### src/rtl/voice_phase_sequencer_pkg.sv
// Shared definitions for the voice phase sequencer: voice-word layout helpers and FSM encoding.
package voice_phase_sequencer_pkg;

    function automatic int word_w(input int ph_w, input int inc_w);
        return 1 + inc_w + ph_w;
    endfunction

    // Word layout: {gate, increment, phase}, phase in the LSBs.
    localparam int PHASE_LSB = 0;

    function automatic int inc_lsb(input int ph_w);
        return ph_w;
    endfunction

    function automatic int gate_bit(input int ph_w, input int inc_w);
        return ph_w + inc_w;
    endfunction

    localparam logic [1:0] ST_IDLE  = 2'd0;
    localparam logic [1:0] ST_ISSUE = 2'd1;
    localparam logic [1:0] ST_LAT   = 2'd2;
    localparam logic [1:0] ST_WB    = 2'd3;

endpackage

### src/rtl/voice_phase_sequencer_if.sv
// Sequencer-side bundle: voice RAM port, frame control and the phase stream to the mixer.
interface voice_phase_sequencer_if #(
    parameter int ADDR_W = 4,
    parameter int PH_W   = 24,
    parameter int INC_W  = 20
);
    localparam int WORD_W = 1 + INC_W + PH_W;

    logic              sample_tick;
    logic [ADDR_W-1:0] ram_addr;
    logic              ram_we;
    logic [WORD_W-1:0] ram_din;
    logic [WORD_W-1:0] ram_dout;
    logic              phase_valid;
    logic [PH_W-1:0]   phase_out;
    logic [ADDR_W-1:0] voice_out;
    logic              gate_out;
    logic              frame_done;
    logic              busy;
    logic              overrun;
    logic              overrun_clr;

    modport master (
        input  sample_tick, ram_dout, overrun_clr,
        output ram_addr, ram_we, ram_din, phase_valid, phase_out,
               voice_out, gate_out, frame_done, busy, overrun
    );

    modport slave (
        output sample_tick, ram_dout, overrun_clr,
        input  ram_addr, ram_we, ram_din, phase_valid, phase_out,
               voice_out, gate_out, frame_done, busy, overrun
    );

endinterface

### src/rtl/voice_phase_step.sv
// Combinational voice update: advances phase by increment when gated, clears it otherwise.
// Gate and increment pass through unchanged; phase wraps modulo 2**PH_W.
module voice_phase_step
    import voice_phase_sequencer_pkg::*;
#(
    parameter int PH_W  = 24,
    parameter int INC_W = 20
) (
    input  logic [word_w(PH_W, INC_W)-1:0] word_i,
    output logic [word_w(PH_W, INC_W)-1:0] word_o
);
    localparam int INC_LSB  = inc_lsb(PH_W);
    localparam int GATE_BIT = gate_bit(PH_W, INC_W);

    logic             gate;
    logic [INC_W-1:0] inc;
    logic [PH_W-1:0]  phase;
    logic [PH_W-1:0]  new_phase;

    always_comb begin
        gate      = word_i[GATE_BIT];
        inc       = word_i[INC_LSB +: INC_W];
        phase     = word_i[PHASE_LSB +: PH_W];
        new_phase = gate ? (phase + PH_W'(inc)) : '0;
        word_o    = {gate, inc, new_phase};
    end

endmodule

### src/rtl/voice_phase_sequencer.sv
// Per-tick read-modify-write sweep of all voice slots, 3 cycles per voice, all outputs registered.
// Ticks arriving mid-sweep are dropped and latched into the sticky overrun flag.
module voice_phase_sequencer
    import voice_phase_sequencer_pkg::*;
#(
    parameter int NUM_VOICES = 16,
    parameter int ADDR_W     = 4,
    parameter int PH_W       = 24,
    parameter int INC_W      = 20
) (
    input  logic                    clk,
    input  logic                    rst_n,
    voice_phase_sequencer_if.master bus
);
    localparam int                WORD_W     = word_w(PH_W, INC_W);
    localparam int                GATE_BIT   = gate_bit(PH_W, INC_W);
    localparam logic [ADDR_W-1:0] LAST_VOICE = ADDR_W'(NUM_VOICES - 1);

    logic [1:0]        state_q, state_d;
    logic [ADDR_W-1:0] voice_q, voice_d;
    logic              we_q, we_d;
    logic [WORD_W-1:0] din_q, din_d;
    logic              pv_q, pv_d;
    logic [PH_W-1:0]   phase_q, phase_d;
    logic [ADDR_W-1:0] vout_q, vout_d;
    logic              gate_q, gate_d;
    logic              done_q, done_d;
    logic              busy_q, busy_d;
    logic              ovr_q, ovr_d;
    logic [WORD_W-1:0] step_word;

    voice_phase_step #(
        .PH_W  (PH_W),
        .INC_W (INC_W)
    ) u_step (
        .word_i (bus.ram_dout),
        .word_o (step_word)
    );

    always_comb begin
        state_d = state_q;
        voice_d = voice_q;
        we_d    = 1'b0;
        din_d   = din_q;
        pv_d    = 1'b0;
        phase_d = phase_q;
        vout_d  = vout_q;
        gate_d  = gate_q;
        done_d  = 1'b0;
        busy_d  = busy_q;

        // Set wins over a same-cycle clear so no overrun is ever lost.
        ovr_d = bus.overrun_clr ? 1'b0 : ovr_q;
        if (bus.sample_tick && (state_q != ST_IDLE)) begin
            ovr_d = 1'b1;
        end

        case (state_q)
            ST_IDLE: begin
                if (bus.sample_tick) begin
                    voice_d = '0;
                    busy_d  = 1'b1;
                    state_d = ST_ISSUE;
                end
            end
            ST_ISSUE: begin
                state_d = ST_LAT;
            end
            ST_LAT: begin
                phase_d = bus.ram_dout[PHASE_LSB +: PH_W];
                gate_d  = bus.ram_dout[GATE_BIT];
                vout_d  = voice_q;
                pv_d    = 1'b1;
                din_d   = step_word;
                we_d    = 1'b1;
                state_d = ST_WB;
            end
            ST_WB: begin
                if (voice_q == LAST_VOICE) begin
                    done_d  = 1'b1;
                    busy_d  = 1'b0;
                    state_d = ST_IDLE;
                end else begin
                    voice_d = voice_q + ADDR_W'(1);
                    state_d = ST_ISSUE;
                end
            end
            default: begin
                state_d = ST_IDLE;
            end
        endcase
    end

    always_ff @(posedge clk or negedge rst_n) begin
        if (!rst_n) begin
            state_q <= ST_IDLE;
            voice_q <= '0;
            we_q    <= 1'b0;
            din_q   <= '0;
            pv_q    <= 1'b0;
            phase_q <= '0;
            vout_q  <= '0;
            gate_q  <= 1'b0;
            done_q  <= 1'b0;
            busy_q  <= 1'b0;
            ovr_q   <= 1'b0;
        end else begin
            state_q <= state_d;
            voice_q <= voice_d;
            we_q    <= we_d;
            din_q   <= din_d;
            pv_q    <= pv_d;
            phase_q <= phase_d;
            vout_q  <= vout_d;
            gate_q  <= gate_d;
            done_q  <= done_d;
            busy_q  <= busy_d;
            ovr_q   <= ovr_d;
        end
    end

    // The voice counter doubles as the RAM address, so the address is already registered.
    assign bus.ram_addr    = voice_q;
    assign bus.ram_we      = we_q;
    assign bus.ram_din     = din_q;
    assign bus.phase_valid = pv_q;
    assign bus.phase_out   = phase_q;
    assign bus.voice_out   = vout_q;
    assign bus.gate_out    = gate_q;
    assign bus.frame_done  = done_q;
    assign bus.busy        = busy_q;
    assign bus.overrun     = ovr_q;

endmodule

### src/flat_wrapper.sv
// flat-port wrapper written by rule: the top's interface ports become plain ports
module voice_phase_sequencer_flat import voice_phase_sequencer_pkg::*;
#(
    parameter int NUM_VOICES = 16,
    parameter int ADDR_W     = 4,
    parameter int PH_W       = 24,
    parameter int INC_W      = 20
)
  (clk, rst_n, bus_sample_tick, bus_ram_dout, bus_overrun_clr, bus_ram_addr, bus_ram_we, bus_ram_din, bus_phase_valid, bus_phase_out, bus_voice_out, bus_gate_out, bus_frame_done, bus_busy, bus_overrun);
  voice_phase_sequencer_if #(.ADDR_W(ADDR_W), .PH_W(PH_W), .INC_W(INC_W)) bus_i ();
  input  logic clk;
  input  logic rst_n;
  input wire logic [$bits(bus_i.sample_tick)-1:0] bus_sample_tick;
  input wire logic [$bits(bus_i.ram_dout)-1:0] bus_ram_dout;
  input wire logic [$bits(bus_i.overrun_clr)-1:0] bus_overrun_clr;
  output wire logic [$bits(bus_i.ram_addr)-1:0] bus_ram_addr;
  output wire logic [$bits(bus_i.ram_we)-1:0] bus_ram_we;
  output wire logic [$bits(bus_i.ram_din)-1:0] bus_ram_din;
  output wire logic [$bits(bus_i.phase_valid)-1:0] bus_phase_valid;
  output wire logic [$bits(bus_i.phase_out)-1:0] bus_phase_out;
  output wire logic [$bits(bus_i.voice_out)-1:0] bus_voice_out;
  output wire logic [$bits(bus_i.gate_out)-1:0] bus_gate_out;
  output wire logic [$bits(bus_i.frame_done)-1:0] bus_frame_done;
  output wire logic [$bits(bus_i.busy)-1:0] bus_busy;
  output wire logic [$bits(bus_i.overrun)-1:0] bus_overrun;
  assign bus_i.sample_tick = bus_sample_tick;
  assign bus_i.ram_dout = bus_ram_dout;
  assign bus_i.overrun_clr = bus_overrun_clr;
  assign bus_ram_addr = bus_i.ram_addr;
  assign bus_ram_we = bus_i.ram_we;
  assign bus_ram_din = bus_i.ram_din;
  assign bus_phase_valid = bus_i.phase_valid;
  assign bus_phase_out = bus_i.phase_out;
  assign bus_voice_out = bus_i.voice_out;
  assign bus_gate_out = bus_i.gate_out;
  assign bus_frame_done = bus_i.frame_done;
  assign bus_busy = bus_i.busy;
  assign bus_overrun = bus_i.overrun;
  voice_phase_sequencer #(.NUM_VOICES(NUM_VOICES), .ADDR_W(ADDR_W), .PH_W(PH_W), .INC_W(INC_W)) u_core (.clk(clk), .rst_n(rst_n), .bus(bus_i));
endmodule
### config.mk
export PLATFORM = sky130hd
export DESIGN_NAME = voice_phase_sequencer_flat
export DESIGN_NICKNAME = d
export VERILOG_FILES = /design/src/rtl/voice_phase_sequencer_pkg.sv /design/src/rtl/voice_phase_sequencer_if.sv /design/src/rtl/voice_phase_step.sv /design/src/rtl/voice_phase_sequencer.sv /design/src/flat_wrapper.sv
export SDC_FILE = /design/constraint.sdc
export NUM_CORES = 1
export LEC_CHECK = 0
export CAP_MARGIN = 20
export CORE_MARGIN = 5
export CORE_UTILIZATION = 30
export DETAILED_ROUTE_END_ITERATION = 10
export PLACE_DENSITY = 0.59
export SETUP_SLACK_MARGIN = 0.3
export SLEW_MARGIN = 0
export SYNTH_ARGS = -nofsm -noshare
export SYNTH_HDL_FRONTEND = slang
export SYNTH_SLANG_ARGS = --single-unit
### constraint.sdc
create_clock -name clk -period 3.2 [get_ports clk]
set_clock_uncertainty 0.1 [all_clocks]
set_input_delay 0.8 -clock clk [delete_from_list [all_inputs] [get_ports clk]]
set_output_delay 0.8 -clock clk [all_outputs]
set_load 0.005 [all_outputs]
* After elaboration in Yosys (flattened, before gate mapping)
Cells that the tools add are included.
** Operators by class
- Add/subtract/negate cells :: 2
- Reductions and logical operators :: 7
- Equal/unequal tests :: 7
- Multiplexer cells :: 15
** Operators with widths (number)
- 24-bit by 20-bit adder with 24-bit output :: 1
- 24-bit two-way mux :: 1
- 1-bit two-way mux :: 8
- 4-bit two-way mux :: 2
- 2-bit case mux with 4 select lines :: 1
- 4-bit case mux with 2 select lines :: 1
- 3-bit AND reduction :: 2
- 2-bit nonzero test :: 3
- 4-bit by 1-bit adder with 4-bit output (second input constant) :: 1
- 2-bit == test (second input constant) :: 2
- 4-bit == test (second input constant) :: 1
- 2-bit != test (second input constant) :: 2
- 2-bit by 1-bit == test with 1-bit output (second input constant) :: 1
- 2-bit zero test :: 1
- 2-bit two-way mux :: 1
- 2-bit by 1-bit != test with 1-bit output (second input constant) :: 1
- 1-bit case mux with 2 select lines :: 1
- 1-bit logical AND :: 1
** Word-level totals
- Input port bits :: 49
- Flip-flop bits (word level) :: 84
- Logic and storage cells :: 41
- Output and inout bits :: 83

* Longest topological paths before layout
Gate-level depths: netlist of the first run.
- Word-level depth :: 3
- Gate-level depth with buffers :: 8
- Mapped depth without buffers :: 8

* Modules after synthesis
Synthesis of the first run repeated with hierarchy kept, for this count alone.
** Second synthesis, totals
- Cell total of the unflattened synthesis :: 386
- Area total of the unflattened synthesis :: 4588.2 um2
** By module, submodules not included
- voice_phase_sequencer :: instances 1, cells each 206, sequential area each 2102.0 um2, area an instance 3249.4 um2
- voice_phase_step :: instances 1, cells each 180, sequential area each 0.0 um2, area an instance 1338.8 um2

* Worst setup path after synthesis of the first run
Ideal clock, no wire load.
- Path kind :: input to register
- Start point :: input bus_ram_dout[0]
- End point :: register u_core.din_q[22], in the netlist u_core.bus.ram_din[22]
- Library setup time :: 122 ps
- Arrival :: 2605 ps
- Stages on the path :: 8
- Buffers on the path :: 0
- Path slack :: 374 ps
- Data required time :: 2978 ps
- Cell sequence :: ha_1 -> fa_1 -> a21oi_1 -> o211ai_1 -> a32oi_2 -> a31oi_1 -> or3_1 -> a32o_1
** On the way
- Longest elaborated chain between the ends :: 2
** RTL lines
- from (decl) :: line flat_wrapper.sv:14 : input wire logic [$bits(bus_i.ram_dout)-1:0] bus_ram_dout;
- 24-bit by 20-bit adder with 24-bit output :: line voice_phase_step.sv:24 : new_phase = gate ? (phase + PH_W'(inc)) : '0;
- 24-bit two-way mux :: line voice_phase_step.sv:24
- to (signal assigned) :: line voice_phase_sequencer.sv:111 : din_q <= din_d;
- to (decl) :: line voice_phase_sequencer.sv:22 : logic [WORD_W-1:0] din_q, din_d;
No other way between the ends.
A chain may end at the register's enable or synchronous reset.

* Final worst setup path of the first run
- Start point :: input bus_ram_dout[8]
- End point :: register u_core.din_q[22], in the netlist u_core.bus.ram_din[22]
The elaborated chain is that of the path after synthesis.

==> flow_summary_export.csv, run 1 <==
group,metric,value,unit
floorplan,die_h,132,um
floorplan,placementRows,44,
run_status,outcome,"finished clean",
floorplan,initial_utilization,30.6,%
hold_path,worstHoldPathType,"primary input to asynchronous set/reset pin",
routing,wl,12500,um
clocking,path_clk_slew,0.06,ns
clocking,cts_buffers,9,
clocking,clock_latency,0.35,ns
timing,rsz0062_at_grt,"true",
routing,wire_per_inst,16.3,um
routing,drt_first_iter_violations,157,
placement,dpl.hpwl,9340,um
logic_synthesis,synth_edf_count,0,
global_route,grt_pass1_vias,4011,
routing,via_per_inst,4.99,
clocking,cts_tree,"built",
worst_setup_path,cp-end-kind,"flip-flop",
logic_synthesis,syn-num-nets,488,
timing,clock.fmax,343,MHz
logic_synthesis,avgSynthCellArea,10.7,sq um
timing,slew_viol_final,0,
worst_setup_path,arrival,3.05,ns
floorplan,ioPinCount,132,
timing,period_minus_slack,2.91,ns
logic_synthesis,yosys_warnings,0,
placement,placed_cell_area,6210,sq um
floorplan,die_x,132,um
clocking,htreeDepth,3,
logic_synthesis,seq_area_frac_synth,46.7,%
logic_synthesis,syn_inst,414,
worst_setup_path,critical-path-top-delay-family,"buffers and inverters",
power,ir_worst_vdd,0.296,mV
floorplan,fp.dieArea,17300,sq um
cells_and_area,final_common_cell,"clkdlybuf4s50_1",
clocking,cts-root-buf,"clkbuf_16",
logic_synthesis,synth_cell_types,56,
global_route,antenna_found_initial,0,
clocking,cts.sinks,83,
timing,max-slew-margin-rel,55.9,%
cells_and_area,drive_gt1_share,23.9,%
global_route,grt-ovfl-total,0,
cells_and_area,nNetsFinal,656,
routing,firstDrtPassIters,4,
power,power,5460,uW
global_route,grt_max_degree,56,
worst_setup_path,cp_common_cell,"buf_4",
clocking,cts_buffer_depth,2,
worst_setup_path,crit_type,"primary input to flip-flop",
placement,routabilityCongestion,0.850,
cells_and_area,fillerInstances,1369,
floorplan,core-area,14500,sq um
placement,io_buffers,131,
worst_setup_path,cp_slowest_cell,"clkdlybuf4s50_1",
global_route,grt_usage,14.5,%
power,power.density,808,nW/um^2
cells_and_area,fin_area,6760,sq um
worst_setup_path,crit_path_max_fanout,4,
cells_and_area,antenna_cells,0,
logic_synthesis,async_flop_share,100,%
cells_and_area,area_growth,52.1,%
worst_setup_path,worst-path-buf-inv,3,
timing,fin_crit_sh,91.1,%
logic_synthesis,yosys_register_bits,83,
worst_setup_path,worstSetupStartpointType,"primary input",
global_route,grt_first_pass_wirelength,20600,um
power,leakagePower,0.00294,uW
timing,tightest_slew,0.662,ns
worst_setup_path,critPathRequiredTime,3.34,ns
routing,vias,3850,
routing,drtAntennaViolNets,0,
worst_setup_path,path_cells,"clkdlybuf4s50_1 > ha_4 > nand2_1 > nor3_1 > buf_4 > buf_4 > a32oi_4 > a31oi_2 > or3_1 > a32o_1",
timing,setup_viol,0,
logic_synthesis,synth_area,4440,sq um
flow_run,maxCapViolCount,0,
logic_synthesis,ys.flop_type,"dfrtp_1",
clocking,holdBufCountCts,0,
worst_setup_path,max_stage_delay,0.56,ns
timing,hold_violations,0,
routing,drc_errors,0,
cells_and_area,layout_common_cells,"clkdlybuf4s50_1, dfrtp_1, mux2_2",
==> layout make-up <==
type / instances / area [sq um] / share of cell area (%)
Tap cell: 184 / 230 / 3.40
Clock buffer: 12 / 267 / 3.94
Inverter: 30 / 113 / 1.67
Clock inverter: 4 / 47.5 / 0.703
Sequential cell: 83 / 2080 / 30.7
Multi-Input combinational cell: 280 / 2340 / 34.6
Timing Repair Buffer: 178 / 1690 / 25.0
==> flip-flops by register name (all words and copies together) (netlist names) <==
register,flops
u_core.bus.ram_din,44
u_core.bus.phase_out,24
u_core.bus.ram_addr,4
u_core.bus.voice_out,4
u_core.state_q,2
u_core.bus.busy,1
u_core.bus.frame_done,1
u_core.bus.gate_out,1
u_core.bus.overrun,1
u_core.bus.ram_we,1
==> worst register-to-register path, delay by kind of cell (launching register included) <==
family,cells,cell delay [ns]
multiplexers,1,0.43
buffers and inverters,2,0.76
flip-flops,1,0.41
adder cells (fa/ha/maj),1,0.33
==> through the flow <==
step,setup WS (ns),hold WS [ns],setup TNS [ns],instances,util [%]
final,0.286,0.346,0,771,46.5
after global routing,0.219,0.409,0,771,46.5
after CTS,0.303,0.366,0,768,45.4
after detailed placement,-0.299,0.395,-1.96,748,42.7
after global placement,-0.250,0.387,-1.46,748,42.7
after floorplan,0.374,0.378,0,414,-
==> cell families (layout without fill, tap and decap cells) <==
| kind of cell | count (synthesis) | after routing | synth area share, % |
|---|---|---|---|
| compound gates | 109 | 109 | 16.3 |
| buf+inv | 51 | 224 | 4.70 |
| fa+ha+maj | 25 | 25 | 7.21 |
| simple gates | 81 | 81 | 9.46 |
| flops | 83 | 83 | 46.7 |
| mux | 51 | 51 | 12.8 |
| xor+xnor | 14 | 14 | 2.76 |
==> repair_timing <==
| item | in CTS | in global routing |
|---|---|---|
| buffers inserted | 4 | 3 |
| gates resized for setup | 15 | 21 |
| pin swaps | 13 | 16 |
| cloned | 0 | 0 |
| endpoints found under the setup margin | 11 | 8 |
==> final timing paths <==
kind / to / depth (start not counted) / slack [ns] / from
setup / recovery: u_core.bus.ram_din[22]$_DFFE_PN0P_ / 10 / 0.29 / bus_ram_dout[8]
hold / removal: u_core.bus.ram_din[36]$_DFFE_PN0P_ / 1 / 0.35 / rst_n
setup reg to reg: u_core.bus.ram_din[31]$_DFFE_PN0P_ / 4 / 1.06 / u_core.state_q[0]$_DFFE_PN0P_
hold reg to reg: u_core.bus.phase_out[12]$_DFFE_PN0P_ / 1 / 0.40 / u_core.bus.phase_out[12]$_DFFE_PN0P_
max in group asynchronous: u_core.bus.ram_addr[1]$_DFFE_PN0P_ / 2 / 2.02 / rst_n
min in group clk: u_core.bus.phase_out[12]$_DFFE_PN0P_ / 1 / 0.40 / u_core.bus.phase_out[12]$_DFFE_PN0P_
==> cells in the mapped netlist, types with 3 or more instances <==
cell | count | area share (%)
o211ai_1 | 4 | 0.68
xnor2_1 | 7 | 1.4
clkbuf_1 | 15 | 1.3
inv_1 | 30 | 2.5
nand4_1 | 6 | 0.84
or3_1 | 3 | 0.42
nor2_1 | 6 | 0.51
o22ai_1 | 13 | 1.8
nor3_1 | 7 | 0.79
nand2_1 | 25 | 2.1
xor2_1 | 7 | 1.4
a211oi_1 | 3 | 0.51
o21ai_0 | 19 | 2.1
and2_1 | 3 | 0.42
a31oi_1 | 3 | 0.42
mux2i_1 | 3 | 0.68
dfrtp_1 | 83 | 47
mux2_2 | 48 | 12
and3_1 | 6 | 0.84
nor2b_1 | 4 | 0.56
a21o_1 | 12 | 2.0
a21oi_1 | 25 | 2.8
ha_1 | 24 | 6.8
nand3_1 | 12 | 1.4
o21a_1 | 3 | 0.51
==> routing by layer <==
metal  up-vias  global-route usage (%)  wire (um)
li1       1848                       -          -
met1      1896                    17.6       5360
met2        94                    24.1       6240
met3        12                    4.47        756
met4         0                    5.31        185
met5         -                       0          0
==> power breakdown <==
part	internal [uW]	switching [uW]	leakage, uW
combinational	1580	969	0.00176
sequential	1540	281	0.00102
clock	665	422	0.000155
total	3790	1670	0.00294
Power figures use the tool's default switching activity.
==> inputs of run 2 (changes only) <==
--- a/config.mk
+++ b/config.mk
@@ -9,7 +9,6 @@
 export CORE_MARGIN = 5
 export CORE_UTILIZATION = 30
 export DETAILED_ROUTE_END_ITERATION = 10
-export PLACE_DENSITY = 0.59
 export SETUP_SLACK_MARGIN = 0.3
 export SLEW_MARGIN = 0
 export SYNTH_ARGS = -nofsm -noshare
==> constraint.sdc (replaced) <==
create_clock -name clk -period 3.2 [get_ports clk]
set_clock_uncertainty 0.1 [all_clocks]
set_input_delay 0.64 -clock clk [delete_from_list [all_inputs] [get_ports clk]]
set_output_delay 0.64 -clock clk [all_outputs]
set_load 0.005 [all_outputs]
==> flow_summary_export.csv, run 2 (same netlist as run 1, synthesis figures left out) <==
group,metric,value,unit
worst_setup_path,critical-path-top-delay-family,"compound AO/OA/AOI/OAI gates",
cells_and_area,regArea,2080,sq um
power,leakagePower,0.00275,uW
placement,dpl.hpwl,9060,um
clocking,cts_buffer_depth,2,
power,p_comb_share,46.5,%
floorplan,placementRows,44,
cells_and_area,instances_no_fill,745,
clocking,cts-root-buf,"clkbuf_16",
cells_and_area,fillerInstances,1411,
clocking,cts_buffers,9,
global_route,grt_usage,14.4,%
worst_setup_path,crit_type,"primary input to flip-flop",
clocking,clock_latency,0.34,ns
routing,firstDrtPassIters,4,
worst_setup_path,crit_path_max_fanout,3,
power,swShare,30.7,%
floorplan,core-area,14500,sq um
power,power,5380,uW
cells_and_area,drive_gt1_share,17.6,%
worst_setup_path,cp-end-kind,"flip-flop",
routing,drtAntennaViolNets,0,
floorplan,initial_utilization,30.6,%
power,switchingPower,1650,uW
global_route,grt_first_pass_wirelength,20600,um
power,intPower,3730,uW
timing,hold_violations,0,
cells_and_area,largest_reg_flops,44,
worst_setup_path,worst-path-buf-inv,1,
routing,wl,12300,um
floorplan,die_x,132,um
timing,rsz0062_at_grt,"true",
floorplan,die_h,132,um
cells_and_area,antenna_cells,0,
clocking,htreeDepth,3,
placement,io_buffers,131,
placement,routabilityCongestion,0.899,
worst_setup_path,critPathRequiredTime,3.38,ns
timing,tightest_slew,0.706,ns
global_route,grt_pass1_vias,3959,
timing,fin_crit_sh,88.3,%
power,p_seq_share,33.9,%
cells_and_area,layout_common_cells,"clkdlybuf4s50_1, dfrtp_1, mux2_2",
clocking,path_clk_slew,0.06,ns
floorplan,ioPinCount,132,
timing,slew_viol_final,0,
cells_and_area,area_growth,44.5,%
worst_setup_path,path_cells,"clkdlybuf4s50_1 > ha_2 > fa_2 > a21oi_2 > o211ai_1 > a41oi_2 > a31o_4 > or4_1 > nand3_1",
clocking,holdBufCountCts,0,
clocking,cts_tree,"built",
timing,period_minus_slack,2.82,ns
worst_setup_path,arrival,3.00,ns
routing,via_per_inst,4.98,
cells_and_area,nNetsFinal,631,
worst_setup_path,max_stage_delay,0.48,ns
cells_and_area,final_common_cell,"clkdlybuf4s50_1",
timing,setup_viol,0,
global_route,grt_max_degree,84,
global_route,grt-ovfl-total,0,
routing,vias,3712,
timing,clock.fmax,354,MHz
placement,dp.cells,728,
worst_setup_path,worstSetupStartpointType,"primary input",
power,ir_worst_vdd,0.378,mV
power,power.density,838,nW/um^2
floorplan,fp.dieArea,17300,sq um
worst_setup_path,cp_slowest_cell,"clkdlybuf4s50_1",
hold_path,worstHoldPathType,"primary input to asynchronous set/reset pin",
flow_run,maxCapViolCount,0,
cells_and_area,multi_input_area,2210,sq um
run_status,outcome,"finished clean",
timing,max-slew-margin-rel,52.9,%
routing,drc_errors,0,
timing,tns,0,ns
clocking,cts.sinks,83,
routing,wire_per_inst,16.5,um
routing,drt_first_iter_violations,147,
global_route,antenna_found_initial,0,
power,clock_power_share,19.5,%
==> run 2: metal layers <==
metal | vias to the layer above | routed length [um] | part of all wire [%] | GRT usage [%]
met5 | - | 0 | 0 | 0
met4 | 0 | 294 | 2.4 | 6.11
met3 | 20 | 835 | 6.8 | 4.74
met2 | 104 | 5840 | 48 | 23.1
met1 | 1799 | 5320 | 43 | 17.9
li1 | 1789 | - | - | -
==> run 2: final cells by class <==
| cell class | count | area share (%) |
|---|---|---|
| multi-input combinational | 280 | 34.5 |
| sequential | 83 | 32.3 |
| timing repair buffer | 153 | 23.3 |
| clock buffer | 13 | 4.05 |
| tap | 184 | 3.58 |
| inverter | 30 | 1.75 |
| clock inverter | 2 | 0.545 |
==> run 2: through the flow <==
| stage | util, % | setup slack (ns) | area [sq um] | hold slack [ns] |
|---|---|---|---|---|
| floorplan | - | 0.534 | 4440 | 0.244 |
| global placement | 41.6 | -0.0551 | 6050 | 0.388 |
| detailed placement | 41.6 | -0.0885 | 6050 | 0.396 |
| CTS | 43.7 | 0.329 | 6350 | 0.410 |
| global route | 44.2 | 0.256 | 6420 | 0.213 |
| finish | 44.2 | 0.376 | 6420 | 0.179 |
==> run 2: repair_timing <==
action	in CTS	in global routing
endpoints found under the setup margin	2	10
pin swaps	2	4
resized for setup	2	7
setup buffers	0	1
==> run 2: worst paths after layout <==
| check | start | to | slack, ns | cells after the start |
|---|---|---|---|---|
| min in group clk | u_core.bus.ram_din[42]$_DFFE_PN0P_ | u_core.bus.ram_din[42]$_DFFE_PN0P_ | 0.41 | 1 |
| max in group asynchronous | rst_n | u_core.bus.voice_out[1]$_DFFE_PN0P_ | 2.21 | 2 |
| setup / recovery | bus_ram_dout[0] | u_core.bus.ram_din[20]$_DFFE_PN0P_ | 0.38 | 9 |
| setup reg to reg | u_core.state_q[0]$_DFFE_PN0P_ | u_core.bus.phase_out[21]$_DFFE_PN0P_ | 1.06 | 4 |
| hold reg to reg | u_core.bus.ram_din[42]$_DFFE_PN0P_ | u_core.bus.ram_din[42]$_DFFE_PN0P_ | 0.41 | 1 |
| hold / removal | rst_n | u_core.bus.phase_out[13]$_DFFE_PN0P_ | 0.18 | 1 |
==> run 2: power groups by stage <==
stage	Clock (uW)	Sequential, uW	Combinational (uW)
4_1_cts	1090	1840	2540
5_1_grt	1140	1900	2740
6_report	1050	1830	2500
3_5_place_dp	0	1850	2530
2_1_floorplan	0	1850	1120
3_3_place_gp	0	1820	2480
==> run 2: worst register-to-register path, stage by stage, from the launching register on <==
cell and delay, ns:
dfrtp_1 0.40, inv_1 0.13, ha_4 0.32, buf_4 0.64, mux2_2 0.43
==> edit 1 (config.mk and constraints of run 1) <==
`INC_W` is set to 20 in 4 places; all go to 30.
--- a/src/rtl/voice_phase_sequencer_if.sv
+++ b/src/rtl/voice_phase_sequencer_if.sv
@@ -4,3 +4,3 @@
     parameter int PH_W   = 24,
-    parameter int INC_W  = 20
+    parameter int INC_W  = 30
 );
--- a/src/rtl/voice_phase_step.sv
+++ b/src/rtl/voice_phase_step.sv
@@ -6,3 +6,3 @@
     parameter int PH_W  = 24,
-    parameter int INC_W = 20
+    parameter int INC_W = 30
 ) (
--- a/src/rtl/voice_phase_sequencer.sv
+++ b/src/rtl/voice_phase_sequencer.sv
@@ -8,3 +8,3 @@
     parameter int PH_W       = 24,
-    parameter int INC_W      = 20
+    parameter int INC_W      = 30
 ) (
--- a/src/flat_wrapper.sv
+++ b/src/flat_wrapper.sv
@@ -6,3 +6,3 @@
     parameter int PH_W       = 24,
-    parameter int INC_W      = 20
+    parameter int INC_W      = 30
 )
Interface: changed (resized bus_ram_din and bus_ram_dout); port bits go from 132 to 152. No check against the original RTL was run, so the function may have changed too.
==> edit 1 against run 1 <==
Cell area increased by 5.1%. Sequential cell count increased by 10. Synthesized area increased by 8.8%. Routed wire length increased by 10%. Synthesized cell count increased by 3.4%. Power increased by 9.9%. Die area increased by 8.1%. Via count increased by 4.5%. Core utilization decreased by 1.6 points. Hold slack got worse by 0.73 ps. Global-route usage increased by 0.82 points. Sequential power increased by 14%. Setup slack improved by 80 ps. Sequential share of layout area increased by 2.0 points. Critical path type unchanged.
==> edit 1: results (changes against run 1) <==
stage,metric,value,unit,change
finish,layout cells sized above 1,0.195,,was 0.239
synthesis,mux contribution to synthesized area,0.150,,was 0.128
worst_setup_path,worst setup path start,bus_ram_dout[2],,was bus_ram_dout[8]
finish,final net count,688,,was 656
global_routing,GRT Total Usage,0.153,,was 0.145
synthesis,syn nets,515,,was 488
worst_setup_path,slack of the worst reg-to-reg path,980,ps,was 1060 ps
run_status,status,completed,,unchanged
detailed_routing,DRT iter0 DRCs,177,,was 157
worst_setup_path,reg2reg path depth,5,,was 4
global_routing,vias in the first global route,4366,,"was 4,011"
detailed_routing,routed wl met3,1110,um,was 756 um
worst_setup_path,signal arrival time at the worst endpoint,2960,ps,was 3050 ps
synthesis,largest cells by area after synthesis,"dfrtp_1 48%, mux2_2 14%, ha_1 7.0%",,"was dfrtp_1 47%, mux2_2 12%, ha_1 6.8%"
detailed_routing,metal2 WL,6400,um,was 6240 um
detailed_routing,Post-Route WL,13900,um,"was 12,500 um"
placed_design,HPWL Detailed,10500,um,was 9340 um
die,Die X,137,um,was 132 um
synthesis,top cell type's share of synthesized area,0.481,,was 0.467
synthesis,commonest cells in the netlist,"93 x dfrtp_1, 59 x mux2_2, 31 x a21oi_1",,"was 83 x dfrtp_1, 48 x mux2_2, 30 x inv_1"
detailed_routing,vias per cell,4.90,,was 4.99
synthesis,post-synthesis adder-cell area fraction,0.0740,,was 0.0721
global_routing,first-pass GRT wire length,22500,um,"was 20,600 um"
power_and_ir_drop,logic gate share of total power,0.473,,was 0.466
global_routing,largest net degree at the start of global routing,54,,was 56
synthesis,sequential area share after synthesis,0.481,,was 0.467
placed_design,PortBufs,151,,was 131
power_and_ir_drop,clock network power share,0.181,,was 0.199
synthesis,Post-Synthesis Cells,428,,was 414
placed_design,Placed Cells,801,,was 748
worst_setup_path,Critical R2R Capture,u_core.bus.ram_din[21],,was u_core.bus.ram_din[31]
power_and_ir_drop,NetSw,0.00184,W,was 0.00167 W
worst_setup_path,Crit Path Max Fanout,3,,was 4
worst_setup_path,Critical Path End,u_core.bus.ram_din[20],,was u_core.bus.ram_din[22]
power_and_ir_drop,worst ir drop on vdd,0.000423,V,was 0.000296 V
placed_design,Final Wtd Congestion,0.829,,was 0.850
sta,Slew HR,0.491,,was 0.559
synthesis,XOR/XNOR Fraction of Synth Area,0.0181,,was 0.0276
cts,CTS resizes,14,,was 15
synthesis,compound-cell area share of the yosys netlist,0.157,,was 0.163
power_and_ir_drop,Leak,3.00,nW,was 2.94 nW
finish,max FFs per register,54,,was 44
[edit 1: cell types whose count changed in the layout (fill, tap and decap cells not counted), sizes merged, moves of 10 or more]
| cell | change |
|---|---|
| dfrtp | +10 |
| buf | -14 |
| clkdlybuf4s50 | +25 |
| a22o | +10 |
| inv | -17 |
| o22ai | -12 |
| mux2 | +11 |
[edit 1: metrics by stage]
stage	worst slack [ps]	hold slack, ps	power (W)	TNS, ps	cell area, sq um
finish	366	346	0.00600	0	7110
global placement	-355	385	0.00490	-1410	6770
floorplan	231	376	0.00335	0	4850
global route	289	386	0.00642	0	7110
detailed placement	-419	391	0.00497	-2000	6770
CTS	303	361	0.00610	0	7100
[edit 1: cell families after synthesis]
logic type	Yosys count
AO/OA/AOI/OAI	109
multiplexers	65
AND/OR/NAND/NOR	90
XOR/XNOR	10
flip-flops	93
buffers and inverters	33
adder cells (fa/ha/maj)	28
[edit 1: layer usage]
metal,track usage,vias up
met5,0,-
met4,0.0521,0
met3,0.0500,16
met2,0.246,125
met1,0.193,1946
li1,-,1938
[edit 1: final cells by class]
| class | instances | area (sq um) | area share |
|---|---|---|---|
| multi-input cells | 302 | 2430 | 0.342 |
| flip-flops and latches | 93 | 2330 | 0.327 |
| repair buffers | 182 | 1740 | 0.245 |
| well taps | 216 | 270 | 0.0380 |
| clock buffers | 13 | 250 | 0.0352 |
| inverters | 13 | 48.8 | 0.00686 |
| clock inverters | 3 | 45.0 | 0.00634 |
[edit 1: worst max-delay path, stage by stage]
cell and delay [ps]:
clkdlybuf4s50_1 430, ha_1 300, a21o_1 210, a221oi_4 330
o21ai_4 100, a2111o_1 390, mux2i_1 130, o32a_1 280
==> edit 2 (flow settings as in run 1) <==
Made on the original files. `din_q` no longer has a reset.
--- a/src/rtl/voice_phase_sequencer.sv
+++ b/src/rtl/voice_phase_sequencer.sv
@@ -98,3 +98,2 @@
             we_q    <= 1'b0;
-            din_q   <= '0;
             pv_q    <= 1'b0;
@@ -110,3 +109,2 @@
             we_q    <= we_d;
-            din_q   <= din_d;
             pv_q    <= pv_d;
@@ -119,2 +117,6 @@
         end
+    end
+
+    always_ff @(posedge clk) begin
+        din_q <= din_d;
     end
Check against the original RTL: differs if rst_n is asserted again (counterexample within 4 cycles, from zero or initial values and one cycle with rst_n low); with rst_n held inactive, the same outputs for 10 cycles.
==> edit 2 against run 1 <==
Routed wire length fell by 8.0%. Cell count down 5.6%. Setup slack better by 47 ps. Critical path type unchanged. Largest cell class is now sequential cells. Critical path depth shrank 1. Combinational power decreased by 22%. Power fell by 12%. Cell area down 0.59%. Register-to-register slack improved by 300 ps. Sequential cell count increased by 1. Synthesized area decreased by 2.4%. Clock power decreased by 6%.
==> edit 2: results (changes against run 1) <==
stage,metric,value,unit,change
run_status,status,completed,,unchanged
min_path,hold depth,1,,
power_and_ir_drop,worst ir drop on vdd,0.000393,V,was 0.000296 V
cts,"CTS clk-pin slew, worst paths",60,ps,about the same
worst_setup_path,slack of the worst reg-to-reg path,1360,ps,was 1060 ps
synthesis,"FFs w/ async S/R, synth",0.464,,was 1.00
worst_setup_path,Crit Path Max Fanout,5,,was 4
global_routing,GRT Total Usage,0.140,,was 0.145
synthesis,most numerous cell in the Yosys netlist,edfxtp_1,,was dfrtp_1
synthesis,"Warnings, synthesis",0,,unchanged
cts,total CTS buffers,9,,unchanged
min_path,Hold Crit Class,reg -> reg,,was in -> async
global_routing,first-pass GRT wire length,18500,um,"was 20,600 um"
cts,H-tree depth,3,,unchanged
cts,CTS root buf,clkbuf_16,,unchanged
synthesis,Post-synth EDFFs,45,,was 0
global_routing,vias in the first global route,3664,,"was 4,011"
detailed_routing,drt pass-1 iters,4,,unchanged
global_routing,largest net degree at the start of global routing,40,,was 56
synthesis,sequential area share after synthesis,0.536,,was 0.467
worst_setup_path,Critical R2R Capture,u_core.bus.phase_out[10],,was u_core.bus.ram_din[31]
finish,FILL cells,1275,,"was 1,369"
min_path,worst hold endpoint,u_core.bus.phase_out[13],,
synthesis,syn nets,435,,was 488
finish,layout cells sized above 1,0.241,,was 0.239
min_path,hold_sp,u_core.bus.phase_out[13],,
sta,Slew HR,0.361,,was 0.559
detailed_routing,vias per cell,4.84,,was 4.99
worst_setup_path,reg2reg path depth,4,,unchanged
synthesis,largest cells by area after synthesis,"edfxtp_1 31%, dfrtp_1 22%, mux2_2 7.5%",,"was dfrtp_1 47%, mux2_2 12%, ha_1 6.8%"
power_and_ir_drop,Leak,2.67,nW,was 2.94 nW
placed_design,Final Wtd Congestion,0.822,,was 0.850
finish,final net count,613,,was 656
cts,worst-case clock buffer depth,2,,unchanged
finish,max FFs per register,45,,was 44
worst_setup_path,signal arrival time at the worst endpoint,2860,ps,was 3050 ps
finish,Antenna diodes,0,,unchanged
synthesis,post-synth cell types,59,,was 56
synthesis,commonest cells in the netlist,"45 x edfxtp_1, 39 x dfrtp_1, 29 x mux2_2",,"was 83 x dfrtp_1, 48 x mux2_2, 30 x inv_1"
placed_design,HPWL Detailed,8670,um,was 9340 um
detailed_routing,DRT iter0 DRCs,157,,unchanged
detailed_routing,routed wire length per instance,15.9,um,was 16.3 um
worst_setup_path,worst setup path start,bus_ram_dout[32],,was bus_ram_dout[8]
placed_design,PortBufs,131,,unchanged
worst_setup_path,reg-to-reg startpoint,u_core.state_q[0],,unchanged
edit 2: kinds of logic after synthesis:
group                      Yosys count  synth area share
AOI/OAI and AO/OA                   82             0.137
buffers and inverters               26            0.0239
and+or+nand+nor                     99             0.118
muxes                               35            0.0903
xor gates and xnor gates            10            0.0202
DFF                                 84             0.536
adders and majority gates           25            0.0738
edit 2: layout make-up:
type | instances | area share
clock inverter | 4 | 0.00745
clock buffer | 12 | 0.0352
sequential | 84 | 0.346
inverter | 15 | 0.00838
multi-input combinational | 251 | 0.318
timing repair buffer | 178 | 0.251
tap | 184 | 0.0343
edit 2: worst max-delay path, stage by stage:
cell,delay [ps]
clkdlybuf4s50_1,470
ha_4,330
and4_4,240
o21a_4,150
a211oi_2,60
buf_4,160
nor4_4,360
a221oi_2,140
mux2i_1,140
edit 2: per-layer routing:
metal,up-vias,GRT usage,part of all wire
li1,1707,-,-
met5,-,0,0
met2,99,0.222,0.47
met1,1698,0.176,0.43
met4,0,0.0513,0.019
met3,17,0.0503,0.082
edit 2: through the flow:
stage / util / hold slack [ps] / cells / setup slack (ps) / cell area (sq um)
2_1_floorplan: - / 404 / 361 / 306 / 4340
3_3_place_gp: 0.431 / 391 / 709 / -256 / 6190
3_5_place_dp: 0.431 / 395 / 709 / -271 / 6190
4_1_cts: 0.453 / 409 / 725 / 251 / 6510
5_1_grt: 0.468 / 415 / 728 / 262 / 6720
6_report: 0.468 / 404 / 728 / 333 / 6720
edit 2: what timing repair did:
| item | in CTS | in global routing |
|---|---|---|
| endpoints found under the setup margin | 7 | 11 |
| cloned | 0 | 0 |
| resized for setup | 8 | 31 |
| setup buffers | 0 | 3 |
| hold endpoints to repair | 0 | 0 |
| pin swaps | 7 | 14 |
| hold buffers | 0 | 0 |
edit 2: worst max path at each step:
stage,depth (start not counted),slack [ps],end
after floorplan,8,310,u_core.bus.ram_din[16]
after global placement,9,-260,u_core.bus.ram_din[16]
after detailed placement,10,-270,u_core.bus.ram_din[20]
after CTS,9,250,u_core.bus.ram_din[20]
after global routing,9,260,u_core.bus.ram_din[20]
final,9,330,u_core.bus.ram_din[20]
edit 2: where the power goes:
| part | total [W] | internal [W] | switching (W) |
|---|---|---|---|
| Clock | 0.00102 | 0.000604 | 0.000418 |
| Combinational | 0.00198 | 0.00120 | 0.000785 |
| Sequential | 0.00181 | 0.00161 | 0.000200 |
